$ cat src/rtl/axil_host_arbiter_if.sv
// AXI4-Lite bus bundle between the two-requester arbiter (master) and a
// single AXI4-Lite slave.
interface axil_host_arbiter_if;
    // write address channel
    logic [31:0] awaddr;
    logic        awvalid;
    logic        awready;
    // write data channel
    logic [31:0] wdata;
    logic [3:0]  wstrb;
    logic        wvalid;
    logic        wready;
    // write response channel
    logic [1:0]  bresp;
    logic        bvalid;
    logic        bready;
    // read address channel
    logic [31:0] araddr;
    logic        arvalid;
    logic        arready;
    // read data channel
    logic [31:0] rdata;
    logic [1:0]  rresp;
    logic        rvalid;
    logic        rready;

    modport master (
        output awaddr, awvalid, input awready,
        output wdata, wstrb, wvalid, input wready,
        input  bresp, bvalid, output bready,
        output araddr, arvalid, input arready,
        input  rdata, rresp, rvalid, output rready
    );

    modport slave (
        input  awaddr, awvalid, output awready,
        input  wdata, wstrb, wvalid, output wready,
        output bresp, bvalid, input bready,
        input  araddr, arvalid, output arready,
        output rdata, rresp, rvalid, input rready
    );
endinterface

$ cat src/rtl/axil_host_arbiter.sv
// Two-requester round-robin arbiter in front of one AXI4-Lite master port.
// One transaction in flight at a time; ADDR+RESP is bounded by a timeout
// that forces an error completion. All outputs come straight from flops.
module axil_host_arbiter #(
    parameter int unsigned TIMEOUT_CYC = 1024
) (
    input  logic        clk,
    input  logic        reset,
    input  logic        r0_req_i,
    input  logic        r0_we_i,
    input  logic [31:0] r0_addr_i,
    input  logic [31:0] r0_wdata_i,
    input  logic [3:0]  r0_wstrb_i,
    output logic        r0_ack_o,
    output logic [31:0] r0_rdata_o,
    output logic        r0_err_o,
    input  logic        r1_req_i,
    input  logic        r1_we_i,
    input  logic [31:0] r1_addr_i,
    input  logic [31:0] r1_wdata_i,
    input  logic [3:0]  r1_wstrb_i,
    output logic        r1_ack_o,
    output logic [31:0] r1_rdata_o,
    output logic        r1_err_o,
    output logic        owner_o,
    output logic        busy_o,
    axil_host_arbiter_if.master m_axi
);

    typedef enum logic [1:0] {ST_IDLE, ST_ADDR, ST_RESP, ST_DONE} state_t;

    localparam logic [15:0] TMO_LIMIT = 16'(TIMEOUT_CYC);

    // SLVERR (2'b10) and DECERR (2'b11) both report an error
    function automatic logic resp_is_err(input logic [1:0] resp);
        return (resp == 2'b10) || (resp == 2'b11);
    endfunction

    state_t      state_q, state_d;
    logic        owner_q, owner_d;
    logic        busy_q, busy_d;
    logic        we_q, we_d;
    logic [31:0] addr_q, addr_d;
    logic [31:0] wdata_q, wdata_d;
    logic [3:0]  wstrb_q, wstrb_d;
    logic        awvalid_q, awvalid_d;
    logic        wvalid_q, wvalid_d;
    logic        arvalid_q, arvalid_d;
    logic        bready_q, bready_d;
    logic        rready_q, rready_d;
    logic        ack0_q, ack0_d;
    logic        ack1_q, ack1_d;
    logic [31:0] rdata0_q, rdata0_d;
    logic [31:0] rdata1_q, rdata1_d;
    logic        err0_q, err0_d;
    logic        err1_q, err1_d;
    logic [15:0] tmo_q, tmo_d;

    logic        grant_s;
    logic        grant_we_s;
    logic [15:0] tmo_inc_s;
    logic        fin_s;
    logic [31:0] fin_rdata_s;
    logic        fin_err_s;

    // State and output registers with synchronous reset
    always_ff @(posedge clk) begin
        if (reset) begin
            state_q   <= ST_IDLE;
            owner_q   <= 1'b1;
            busy_q    <= 1'b0;
            we_q      <= 1'b0;
            addr_q    <= 32'h0000_0000;
            wdata_q   <= 32'h0000_0000;
            wstrb_q   <= 4'h0;
            awvalid_q <= 1'b0;
            wvalid_q  <= 1'b0;
            arvalid_q <= 1'b0;
            bready_q  <= 1'b0;
            rready_q  <= 1'b0;
            ack0_q    <= 1'b0;
            ack1_q    <= 1'b0;
            rdata0_q  <= 32'h0000_0000;
            rdata1_q  <= 32'h0000_0000;
            err0_q    <= 1'b0;
            err1_q    <= 1'b0;
            tmo_q     <= 16'h0000;
        end else begin
            state_q   <= state_d;
            owner_q   <= owner_d;
            busy_q    <= busy_d;
            we_q      <= we_d;
            addr_q    <= addr_d;
            wdata_q   <= wdata_d;
            wstrb_q   <= wstrb_d;
            awvalid_q <= awvalid_d;
            wvalid_q  <= wvalid_d;
            arvalid_q <= arvalid_d;
            bready_q  <= bready_d;
            rready_q  <= rready_d;
            ack0_q    <= ack0_d;
            ack1_q    <= ack1_d;
            rdata0_q  <= rdata0_d;
            rdata1_q  <= rdata1_d;
            err0_q    <= err0_d;
            err1_q    <= err1_d;
            tmo_q     <= tmo_d;
        end
    end

    // Next-state logic: arbitration, AXI handshakes, timeout, completion
    always_comb begin
        state_d     = state_q;
        owner_d     = owner_q;
        we_d        = we_q;
        addr_d      = addr_q;
        wdata_d     = wdata_q;
        wstrb_d     = wstrb_q;
        awvalid_d   = awvalid_q;
        wvalid_d    = wvalid_q;
        arvalid_d   = arvalid_q;
        bready_d    = bready_q;
        rready_d    = rready_q;
        tmo_d       = tmo_q;
        ack0_d      = 1'b0;
        ack1_d      = 1'b0;
        rdata0_d    = 32'h0000_0000;
        rdata1_d    = 32'h0000_0000;
        err0_d      = 1'b0;
        err1_d      = 1'b0;
        grant_s     = 1'b0;
        grant_we_s  = 1'b0;
        fin_s       = 1'b0;
        fin_rdata_s = 32'h0000_0000;
        fin_err_s   = 1'b0;
        tmo_inc_s   = tmo_q + 16'd1;

        case (state_q)
            ST_IDLE: begin
                if (r0_req_i || r1_req_i) begin
                    // on a tie the requester that did not go last wins
                    if (r0_req_i && r1_req_i) begin
                        grant_s = ~owner_q;
                    end else begin
                        grant_s = r1_req_i;
                    end
                    if (grant_s) begin
                        grant_we_s = r1_we_i;
                        addr_d     = r1_addr_i;
                        wdata_d    = r1_wdata_i;
                        wstrb_d    = r1_wstrb_i;
                    end else begin
                        grant_we_s = r0_we_i;
                        addr_d     = r0_addr_i;
                        wdata_d    = r0_wdata_i;
                        wstrb_d    = r0_wstrb_i;
                    end
                    owner_d   = grant_s;
                    we_d      = grant_we_s;
                    awvalid_d = grant_we_s;
                    wvalid_d  = grant_we_s;
                    arvalid_d = ~grant_we_s;
                    tmo_d     = 16'h0000;
                    state_d   = ST_ADDR;
                end else begin
                    state_d = ST_IDLE;
                end
            end
            ST_ADDR: begin
                tmo_d = tmo_inc_s;
                if (tmo_inc_s == TMO_LIMIT) begin
                    awvalid_d = 1'b0;
                    wvalid_d  = 1'b0;
                    arvalid_d = 1'b0;
                    fin_s     = 1'b1;
                    fin_err_s = 1'b1;
                end else if (we_q) begin
                    // address and data channels retire independently
                    if (awvalid_q && m_axi.awready) begin
                        awvalid_d = 1'b0;
                    end else begin
                        awvalid_d = awvalid_q;
                    end
                    if (wvalid_q && m_axi.wready) begin
                        wvalid_d = 1'b0;
                    end else begin
                        wvalid_d = wvalid_q;
                    end
                    if ((!awvalid_q || m_axi.awready) && (!wvalid_q || m_axi.wready)) begin
                        bready_d = 1'b1;
                        state_d  = ST_RESP;
                    end else begin
                        state_d = ST_ADDR;
                    end
                end else begin
                    if (m_axi.arready) begin
                        arvalid_d = 1'b0;
                        rready_d  = 1'b1;
                        state_d   = ST_RESP;
                    end else begin
                        state_d = ST_ADDR;
                    end
                end
            end
            ST_RESP: begin
                tmo_d = tmo_inc_s;
                // a response arriving on the last allowed cycle still counts
                if (we_q && m_axi.bvalid) begin
                    bready_d  = 1'b0;
                    fin_s     = 1'b1;
                    fin_err_s = resp_is_err(m_axi.bresp);
                end else if (!we_q && m_axi.rvalid) begin
                    rready_d    = 1'b0;
                    fin_s       = 1'b1;
                    fin_rdata_s = m_axi.rdata;
                    fin_err_s   = resp_is_err(m_axi.rresp);
                end else if (tmo_inc_s == TMO_LIMIT) begin
                    bready_d  = 1'b0;
                    rready_d  = 1'b0;
                    fin_s     = 1'b1;
                    fin_err_s = 1'b1;
                end else begin
                    state_d = ST_RESP;
                end
            end
            ST_DONE: begin
                state_d = ST_IDLE;
            end
            default: begin
                state_d = ST_IDLE;
            end
        endcase

        if (fin_s) begin
            state_d = ST_DONE;
            if (owner_q) begin
                ack1_d   = 1'b1;
                rdata1_d = fin_rdata_s;
                err1_d   = fin_err_s;
            end else begin
                ack0_d   = 1'b1;
                rdata0_d = fin_rdata_s;
                err0_d   = fin_err_s;
            end
        end else begin
            ack0_d = 1'b0;
            ack1_d = 1'b0;
        end

        busy_d = (state_d != ST_IDLE);
    end

    assign r0_ack_o       = ack0_q;
    assign r0_rdata_o     = rdata0_q;
    assign r0_err_o       = err0_q;
    assign r1_ack_o       = ack1_q;
    assign r1_rdata_o     = rdata1_q;
    assign r1_err_o       = err1_q;
    assign owner_o        = owner_q;
    assign busy_o         = busy_q;
    assign m_axi.awaddr   = addr_q;
    assign m_axi.awvalid  = awvalid_q;
    assign m_axi.wdata    = wdata_q;
    assign m_axi.wstrb    = wstrb_q;
    assign m_axi.wvalid   = wvalid_q;
    assign m_axi.bready   = bready_q;
    assign m_axi.araddr   = addr_q;
    assign m_axi.arvalid  = arvalid_q;
    assign m_axi.rready   = rready_q;

endmodule

$ cat src/flat_wrapper.sv
// flat-port wrapper written by rule: the top's interface ports become plain ports
module axil_host_arbiter_flat 
#(
    parameter int unsigned TIMEOUT_CYC = 1024
)
  (clk, reset, r0_req_i, r0_we_i, r0_addr_i, r0_wdata_i, r0_wstrb_i, r0_ack_o, r0_rdata_o, r0_err_o, r1_req_i, r1_we_i, r1_addr_i, r1_wdata_i, r1_wstrb_i, r1_ack_o, r1_rdata_o, r1_err_o, owner_o, busy_o, m_axi_awaddr, m_axi_awvalid, m_axi_awready, m_axi_wdata, m_axi_wstrb, m_axi_wvalid, m_axi_wready, m_axi_bresp, m_axi_bvalid, m_axi_bready, m_axi_araddr, m_axi_arvalid, m_axi_arready, m_axi_rdata, m_axi_rresp, m_axi_rvalid, m_axi_rready);
  axil_host_arbiter_if m_axi_i ();
  input  logic clk;
  input  logic reset;
  input  logic r0_req_i;
  input  logic r0_we_i;
  input  logic [31:0] r0_addr_i;
  input  logic [31:0] r0_wdata_i;
  input  logic [3:0] r0_wstrb_i;
  output logic r0_ack_o;
  output logic [31:0] r0_rdata_o;
  output logic r0_err_o;
  input  logic r1_req_i;
  input  logic r1_we_i;
  input  logic [31:0] r1_addr_i;
  input  logic [31:0] r1_wdata_i;
  input  logic [3:0] r1_wstrb_i;
  output logic r1_ack_o;
  output logic [31:0] r1_rdata_o;
  output logic r1_err_o;
  output logic owner_o;
  output logic busy_o;
  output wire logic [$bits(m_axi_i.awaddr)-1:0] m_axi_awaddr;
  output wire logic [$bits(m_axi_i.awvalid)-1:0] m_axi_awvalid;
  input wire logic [$bits(m_axi_i.awready)-1:0] m_axi_awready;
  output wire logic [$bits(m_axi_i.wdata)-1:0] m_axi_wdata;
  output wire logic [$bits(m_axi_i.wstrb)-1:0] m_axi_wstrb;
  output wire logic [$bits(m_axi_i.wvalid)-1:0] m_axi_wvalid;
  input wire logic [$bits(m_axi_i.wready)-1:0] m_axi_wready;
  input wire logic [$bits(m_axi_i.bresp)-1:0] m_axi_bresp;
  input wire logic [$bits(m_axi_i.bvalid)-1:0] m_axi_bvalid;
  output wire logic [$bits(m_axi_i.bready)-1:0] m_axi_bready;
  output wire logic [$bits(m_axi_i.araddr)-1:0] m_axi_araddr;
  output wire logic [$bits(m_axi_i.arvalid)-1:0] m_axi_arvalid;
  input wire logic [$bits(m_axi_i.arready)-1:0] m_axi_arready;
  input wire logic [$bits(m_axi_i.rdata)-1:0] m_axi_rdata;
  input wire logic [$bits(m_axi_i.rresp)-1:0] m_axi_rresp;
  input wire logic [$bits(m_axi_i.rvalid)-1:0] m_axi_rvalid;
  output wire logic [$bits(m_axi_i.rready)-1:0] m_axi_rready;
  assign m_axi_awaddr = m_axi_i.awaddr;
  assign m_axi_awvalid = m_axi_i.awvalid;
  assign m_axi_i.awready = m_axi_awready;
  assign m_axi_wdata = m_axi_i.wdata;
  assign m_axi_wstrb = m_axi_i.wstrb;
  assign m_axi_wvalid = m_axi_i.wvalid;
  assign m_axi_i.wready = m_axi_wready;
  assign m_axi_i.bresp = m_axi_bresp;
  assign m_axi_i.bvalid = m_axi_bvalid;
  assign m_axi_bready = m_axi_i.bready;
  assign m_axi_araddr = m_axi_i.araddr;
  assign m_axi_arvalid = m_axi_i.arvalid;
  assign m_axi_i.arready = m_axi_arready;
  assign m_axi_i.rdata = m_axi_rdata;
  assign m_axi_i.rresp = m_axi_rresp;
  assign m_axi_i.rvalid = m_axi_rvalid;
  assign m_axi_rready = m_axi_i.rready;
  axil_host_arbiter #(.TIMEOUT_CYC(TIMEOUT_CYC)) u_core (.clk(clk), .reset(reset), .r0_req_i(r0_req_i), .r0_we_i(r0_we_i), .r0_addr_i(r0_addr_i), .r0_wdata_i(r0_wdata_i), .r0_wstrb_i(r0_wstrb_i), .r0_ack_o(r0_ack_o), .r0_rdata_o(r0_rdata_o), .r0_err_o(r0_err_o), .r1_req_i(r1_req_i), .r1_we_i(r1_we_i), .r1_addr_i(r1_addr_i), .r1_wdata_i(r1_wdata_i), .r1_wstrb_i(r1_wstrb_i), .r1_ack_o(r1_ack_o), .r1_rdata_o(r1_rdata_o), .r1_err_o(r1_err_o), .owner_o(owner_o), .busy_o(busy_o), .m_axi(m_axi_i));
endmodule
$ cat config.mk
export PLATFORM = sky130hd
export DESIGN_NAME = axil_host_arbiter_flat
export DESIGN_NICKNAME = d
export VERILOG_FILES = /design/src/rtl/axil_host_arbiter_if.sv /design/src/rtl/axil_host_arbiter.sv /design/src/flat_wrapper.sv
export SDC_FILE = /design/constraint.sdc
export NUM_CORES = 1
export LEC_CHECK = 0
export CORE_AREA = 2 2 138 140
export CTS_CLUSTER_DIAMETER = 150
export DETAILED_ROUTE_END_ITERATION = 6
export DIE_AREA = 0 0 140 142
export GPL_ROUTABILITY_DRIVEN = 0
export GPL_TIMING_DRIVEN = 0
export PLACE_DENSITY = 0.77
export SETUP_SLACK_MARGIN = 0.2
export SYNTH_ARGS = -nofsm -noshare
export SYNTH_HDL_FRONTEND = slang
export SYNTH_SLANG_ARGS = --single-unit
$ cat constraint.sdc
create_clock -name clk -period 3 [get_ports clk]
set_clock_uncertainty 0.1 [all_clocks]
set_input_delay 0.3 -clock clk [delete_from_list [all_inputs] [get_ports clk]]
set_output_delay 0.3 -clock clk [all_outputs]
set_load 0.01 [all_outputs]
## Word-level counts from Yosys, hierarchy flattened

Index checks and enable logic that the tools add are counted.
Widths: inputs -> output; s select.

| storage, ports and cells | value |
|---|---|
| register bits after elaboration | 162 |
| input bits | 183 |
| output and inout bits | 175 |
| word-level logic and storage cells | 136 |

| cells by class | value |
|---|---|
| add/sub/neg operators | 1 |
| equality and inequality tests | 23 |
| muxes and demuxes | 60 |
| bitwise gates (word level) | 3 |
| reduce and logical (&&, ||, !) cells | 30 |

Operator list:

| operator | count |
|---|---|
| $mux 32 | 5 |
| $mux 1 | 36 |
| $pmux 16 s2 | 1 |
| $add 16x1->16 const B | 1 |
| $eq 16x11->1 const B | 1 |
| $mux 16 | 1 |
| $mux 2 | 8 |
| $ne 3x1->1 const B | 5 |
| $pmux 1 s2 | 7 |
| $eq 2x2->1 const B | 6 |
| $reduce_and 4->1 | 3 |
| $reduce_and 6->1 | 2 |
| $ne 2x2->1 const B | 4 |
| $pmux 2 s4 | 1 |
| $reduce_bool 2->1 | 4 |
| $logic_and 1x1->1 | 6 |
| $ne 2x1->1 const B | 3 |
| $ne 3x2->1 const B | 2 |
| $reduce_or 3->1 | 2 |
| $logic_or 1x1->1 | 5 |
| $mux 4 | 1 |
| $reduce_and 2->1 | 2 |
| $reduce_or 2->1 | 2 |
| $logic_not 1->1 | 3 |
| 4 further kinds | 6 |

## Logic depth before layout (Yosys ltp)

| depth | value |
|---|---|
| word-level depth | 10 |
| gate-level depth with buffers | 10 |
| depth with buffers taken out | 9 |

## Worst setup path after synthesis

OpenSTA, ideal clock, no wires.

| timing | value |
|---|---|
| path type | register to register |
| start point | register u_core.tmo_q[0] |
| end point | register u_core.rdata1_q[22] (netlist: u_core.r1_rdata_o[22]) |
| setup time | 0.060 ns |
| arrival time | 2.347 ns |
| data required time | 2.840 ns |
| slack | 0.493 ns |
| stages on the path, launching flop included | 11 |
| path buffers | 1 |
| clock period less this slack | 2.507 ns |
| cells stage by stage | dfxtp_1 -> ha_1 -> nand3_2 -> nor4_4 -> and3_4 -> o2111ai_4 -> o41ai_4 -> o211ai_4 -> nor2_4 -> buf_6 -> and3_1 |

| on the way | value |
|---|---|
| longest elaborated chain between the ends | 8 |

Ends and longest elaborated chain:

| element | line | RTL |
|---|---|---|
| start: declaration | axil_host_arbiter.sv:57 | `logic [15:0] tmo_q, tmo_d;` |
| start signal: assignment | axil_host_arbiter.sv:107 | `tmo_q <= tmo_d;` |
| $add 16x1->16 * | axil_host_arbiter.sv:136 | `tmo_inc_s = tmo_q + 16'd1;` |
| $eq 16x11->1 * | axil_host_arbiter.sv:171, axil_host_arbiter.sv:217 |  |
| $mux 1 * | axil_host_arbiter.sv:171, axil_host_arbiter.sv:217 |  |
| $mux 1 | axil_host_arbiter.sv:212 | `end else if (!we_q && m_axi.rvalid) begin` |
| $mux 1 | axil_host_arbiter.sv:208 | `if (we_q && m_axi.bvalid) begin` |
| $pmux 1 s2 * | axil_host_arbiter.sv:138 | `case (state_q)` |
| $not 1->1 (no line) * | -- |  |
| $reduce_or 3->1 (no line) * | -- |  |
| end signal: assignment | axil_host_arbiter.sv:104 | `rdata1_q <= rdata1_d;` |
| end: declaration | axil_host_arbiter.sv:54 | `logic [31:0] rdata1_q, rdata1_d;` |

Every way passes the cells marked *; elsewhere a longest branch is shown, timed or not.
A chain may end at the register's enable or synchronous reset.

## Worst setup path after layout

| timing | value |
|---|---|
| start point | register u_core.tmo_q[4] |
| end point | register u_core.rdata1_q[12] (netlist: u_core.r1_rdata_o[12]) |

Same word-level chain as after synthesis.

==> flow_metrics.py <==
metrics = {
    "outcome": {
        "violations": "design-rule violations",
        "outcome": "complete, but fails checks",
    },
    "critical_path": {
        "worstPathRequired_ns": 3.26,
        "cp_num_buf_inv": 2,
        "r2r_cells": 10,
        "worstSetupStartpointType": "register",
        "reg2reg_from": "u_core.tmo_q[4]",
        "worstPathArrival_ns": 2.98,
        "cp_top_family": "simple AND/OR/NAND/NOR gates",
        "worstReg2RegEnd": "u_core.r1_rdata_o[12]",
        "path_cells": "buf_4 -> nand3_4 -> nor4_4 -> and3_4 -> o2111ai_4 -> o41ai_4 -> o211ai_4 -> nor2_4 -> buf_6 -> and3_1",
        "r2r_slack_ns": 0.28,
        "worstSetupPathType": "register to register",
        "critical_path.max_fanout": 9,
        "cp_slowest_stage_delay_ns": 0.46,
        "end_kind": "register",
        "cpMaxStageDelayCell": "o41ai_4",
    },
    "logic_synthesis": {
        "ys_ff_latch": 162,
        "synthArstFlopShare": 0,
        "netlist_area_um2": 6870,
        "synth_edf_count": 0,
        "synthFlopType": "dfxtp_1",
        "synth_top_area_frac": 0.472,
        "yosys_warnings": 0,
        "ys_seq_area_frac": 0.472,
        "synth_largest_area_cell": "dfxtp_1",
        "synth_cells": 710,
        "synth_area_leaders": "dfxtp_1, mux2i_1, a211oi_1, and3_1, nor2_1",
        "ys_types": 61,
        "synth_area_per_cell_um2": 9.67,
        "syn_nets": 898,
    },
    "clock_network": {
        "clk_path_buf_depth": 2,
        "cts_max_level": 4,
        "holdBufCountCts": 0,
        "cts_tree": "done",
        "cts-root-buf": "clkbuf_16",
        "tritoncts.num_buffers": 17,
        "clk_pin_slew_ns": 0.07,
        "cts.sinks": 162,
        "clk_latency_ns": 0.42,
    },
    "sta": {
        "hold_viol_final": 0,
        "rsz0062_at_grt": "true",
        "tightest_slew_ns": 0.736,
        "fin_ws_ns": 0.275,
        "period_minus_slack_ns": 2.72,
        "relSlewSlack": 0.509,
        "fmax_ghz": 0.367,
        "final-setup-viol-count": 0,
        "hold_ws_ns": 0.364,
        "timing.final.crit_share": 0.908,
        "slew_viol_final": 0,
    },
    "grt": {
        "grt_overflow": 0,
        "grt_max_degree": 17,
        "grt_pass1_vias": 6527,
        "grt_pass1_wl_um": 35800,
        "antenna_found_initial": 3,
        "track_usage": 0.235,
    },
    "placed_design": {
        "post-dp-hpwl_um": 18800,
        "dp_slack_ns": -0.368,
        "port-buffer-count": 355,
    },
    "pwr": {
        "p_leak_nw": 4.63,
        "ir_worst_vdd_mv": 0.368,
        "p_per_area_nw_per_um2": 512,
    },
    "floorplanning": {
        "die_w_um": 140,
        "io_pins": 358,
        "initial_utilization": 0.372,
        "num_rows": 50,
        "fp.dieArea_um2": 19900,
        "core_area_um2": 18500,
        "die_y_um": 142,
    },
    "cells_and_area": {
        "multi_input_area_um2": 3140,
        "regArea_um2": 3260,
        "drive_above_1_share": 0.121,
        "nNetsFinal": 1284,
        "final_common_cell": "clkdlybuf4s50_1",
        "area_delta_synth_final_pct": 67.9,
        "final_cell_mix": "clkdlybuf4s50_1, dfxtp_1, nor2_1, a211oi_1, mux2i_1",
        "fillers": 1539,
        "finalCoreUtilization": 0.625,
    },
    "hold_path": {
        "hold_end": "u_core.r0_rdata_o[27]",
        "min_from": "m_axi_rdata[27]",
        "holdCritPathClass": "input port to register",
        "hold_depth": 2,
    },
    "drt": {
        "initialDrtViolationCount": 407,
        "first_pass_iters": 7,
        "wirelength_um": 24500,
        "via_per_inst": 5.01,
        "drtAntennaViolNets": 0,
        "drc": 50,
        "drt-wirelength-per-cell_um": 18.2,
        "vias": 6743,
    },
    "job": {
        "cap_violations": 0,
    },
}
[area by class of cell]
cell class                      count  share of cell area
Clock buffer                       18              0.0381
Inverter                            9             0.00293
Timing Repair Buffer              367               0.316
Multi-Input combinational cell    452               0.272
Antenna cell                        3            0.000651
Buffer                             87              0.0471
Clock inverter                     14              0.0149
Sequential cell                   162               0.283
Tap cell                          234              0.0254
[flip-flops by register name (all words and copies together), names as in the netlist]
signal	flops
u_core.m_axi.wdata	32
u_core.tmo_q	16
u_core.m_axi.rready	1
u_core.r1_err_o	1
u_core.m_axi.araddr	32
u_core.r1_rdata_o	32
u_core.busy_o	1
u_core.r1_ack_o	1
u_core.m_axi.awvalid	1
u_core.state_q	2
u_core.owner_o	1
u_core.r0_ack_o	1
u_core.r0_rdata_o	32
u_core.m_axi.arvalid	1
u_core.m_axi.wvalid	1
u_core.we_q	1
u_core.r0_err_o	1
u_core.m_axi.wstrb	4
u_core.m_axi.bready	1
[through the flow]
stage	instances	power, mW	instance area [um2]	setup TNS, ns
after floorplan	710	2.95	6870	0
after global placement	1299	3.68	10700	-4.04
after detailed placement	1299	3.70	10700	-4.99
after CTS	1331	5.95	11300	0
after global routing	1345	6.13	11500	0
final	1346	5.91	11500	0
[Yosys cell counts, types with 2 or more instances]
cell type,instances
dfxtp_1,162
nor2_1,103
a211oi_1,71
mux2i_1,70
and3_1,67
clkbuf_1,36
buf_4,32
nand2_1,23
a21oi_1,20
o21ai_0,11
inv_1,9
buf_6,8
xnor2_1,6
a31oi_1,5
buf_1,5
buf_2,5
ha_1,5
nand4_1,5
a311oi_1,4
nand3_1,4
nor4_1,4
a22oi_1,3
nor2_4,3
nor3_1,3
o21ai_1,3
and2_1,2
and2b_2,2
nand3_4,2
nor3b_1,2
o31ai_1,2
or3_1,2
or4_1,2
[repair_timing]
| item | 4_1_cts | 5_1_grt |
|---|---|---|
| cloned | 0 | 1 |
| setup buffers | 0 | 11 |
| setup endpoints to repair | 72 | 120 |
| resized for setup | 6 | 38 |
| pin swaps | 2 | 9 |
[worst max-delay path by stage]
stage                           start  cells past startpoint                       to  slack (ns)
floorplan             u_core.tmo_q[0]                     10    u_core.r1_rdata_o[22]        0.49
finish                u_core.tmo_q[4]                     10    u_core.r1_rdata_o[12]        0.28
global placement             r1_req_i                      7   u_core.m_axi.wdata[18]       -0.32
global route          u_core.tmo_q[4]                     10    u_core.r1_rdata_o[12]        0.16
CTS                 u_core.state_q[0]                      8  u_core.m_axi.araddr[23]        0.20
detailed placement           r1_req_i                      7   u_core.m_axi.wdata[18]       -0.37
[kinds of logic after synthesis]
family                   after synthesis  synth area share
AND/OR/NAND/NOR                      236             0.182
AO/OA/AOI/OAI                        134             0.145
multiplexers                          71             0.104
buffers and inverters                 96            0.0807
XOR/XNOR                               6           0.00765
adder cells (fa/ha/maj)                5           0.00911
flip-flops                           162             0.472
[metal layers]
| layer | vias up | part of all wire | track usage |
|---|---|---|---|
| li1 | 3278 | - | - |
| met1 | 3109 | 0.39 | 0.268 |
| met2 | 305 | 0.49 | 0.407 |
| met3 | 51 | 0.089 | 0.0723 |
| met4 | 0 | 0.033 | 0.101 |
| met5 | - | 0 | 0 |
[report_power, final]
| group | internal, mW | switching, mW | leakage, nW |
|---|---|---|---|
| clock network | 1.28 | 0.977 | 0.289 |
| registers | 2.27 | 0.101 | 1.33 |
| logic | 0.721 | 0.558 | 3.01 |
Note: power is estimated with default switching activity, not from simulation.
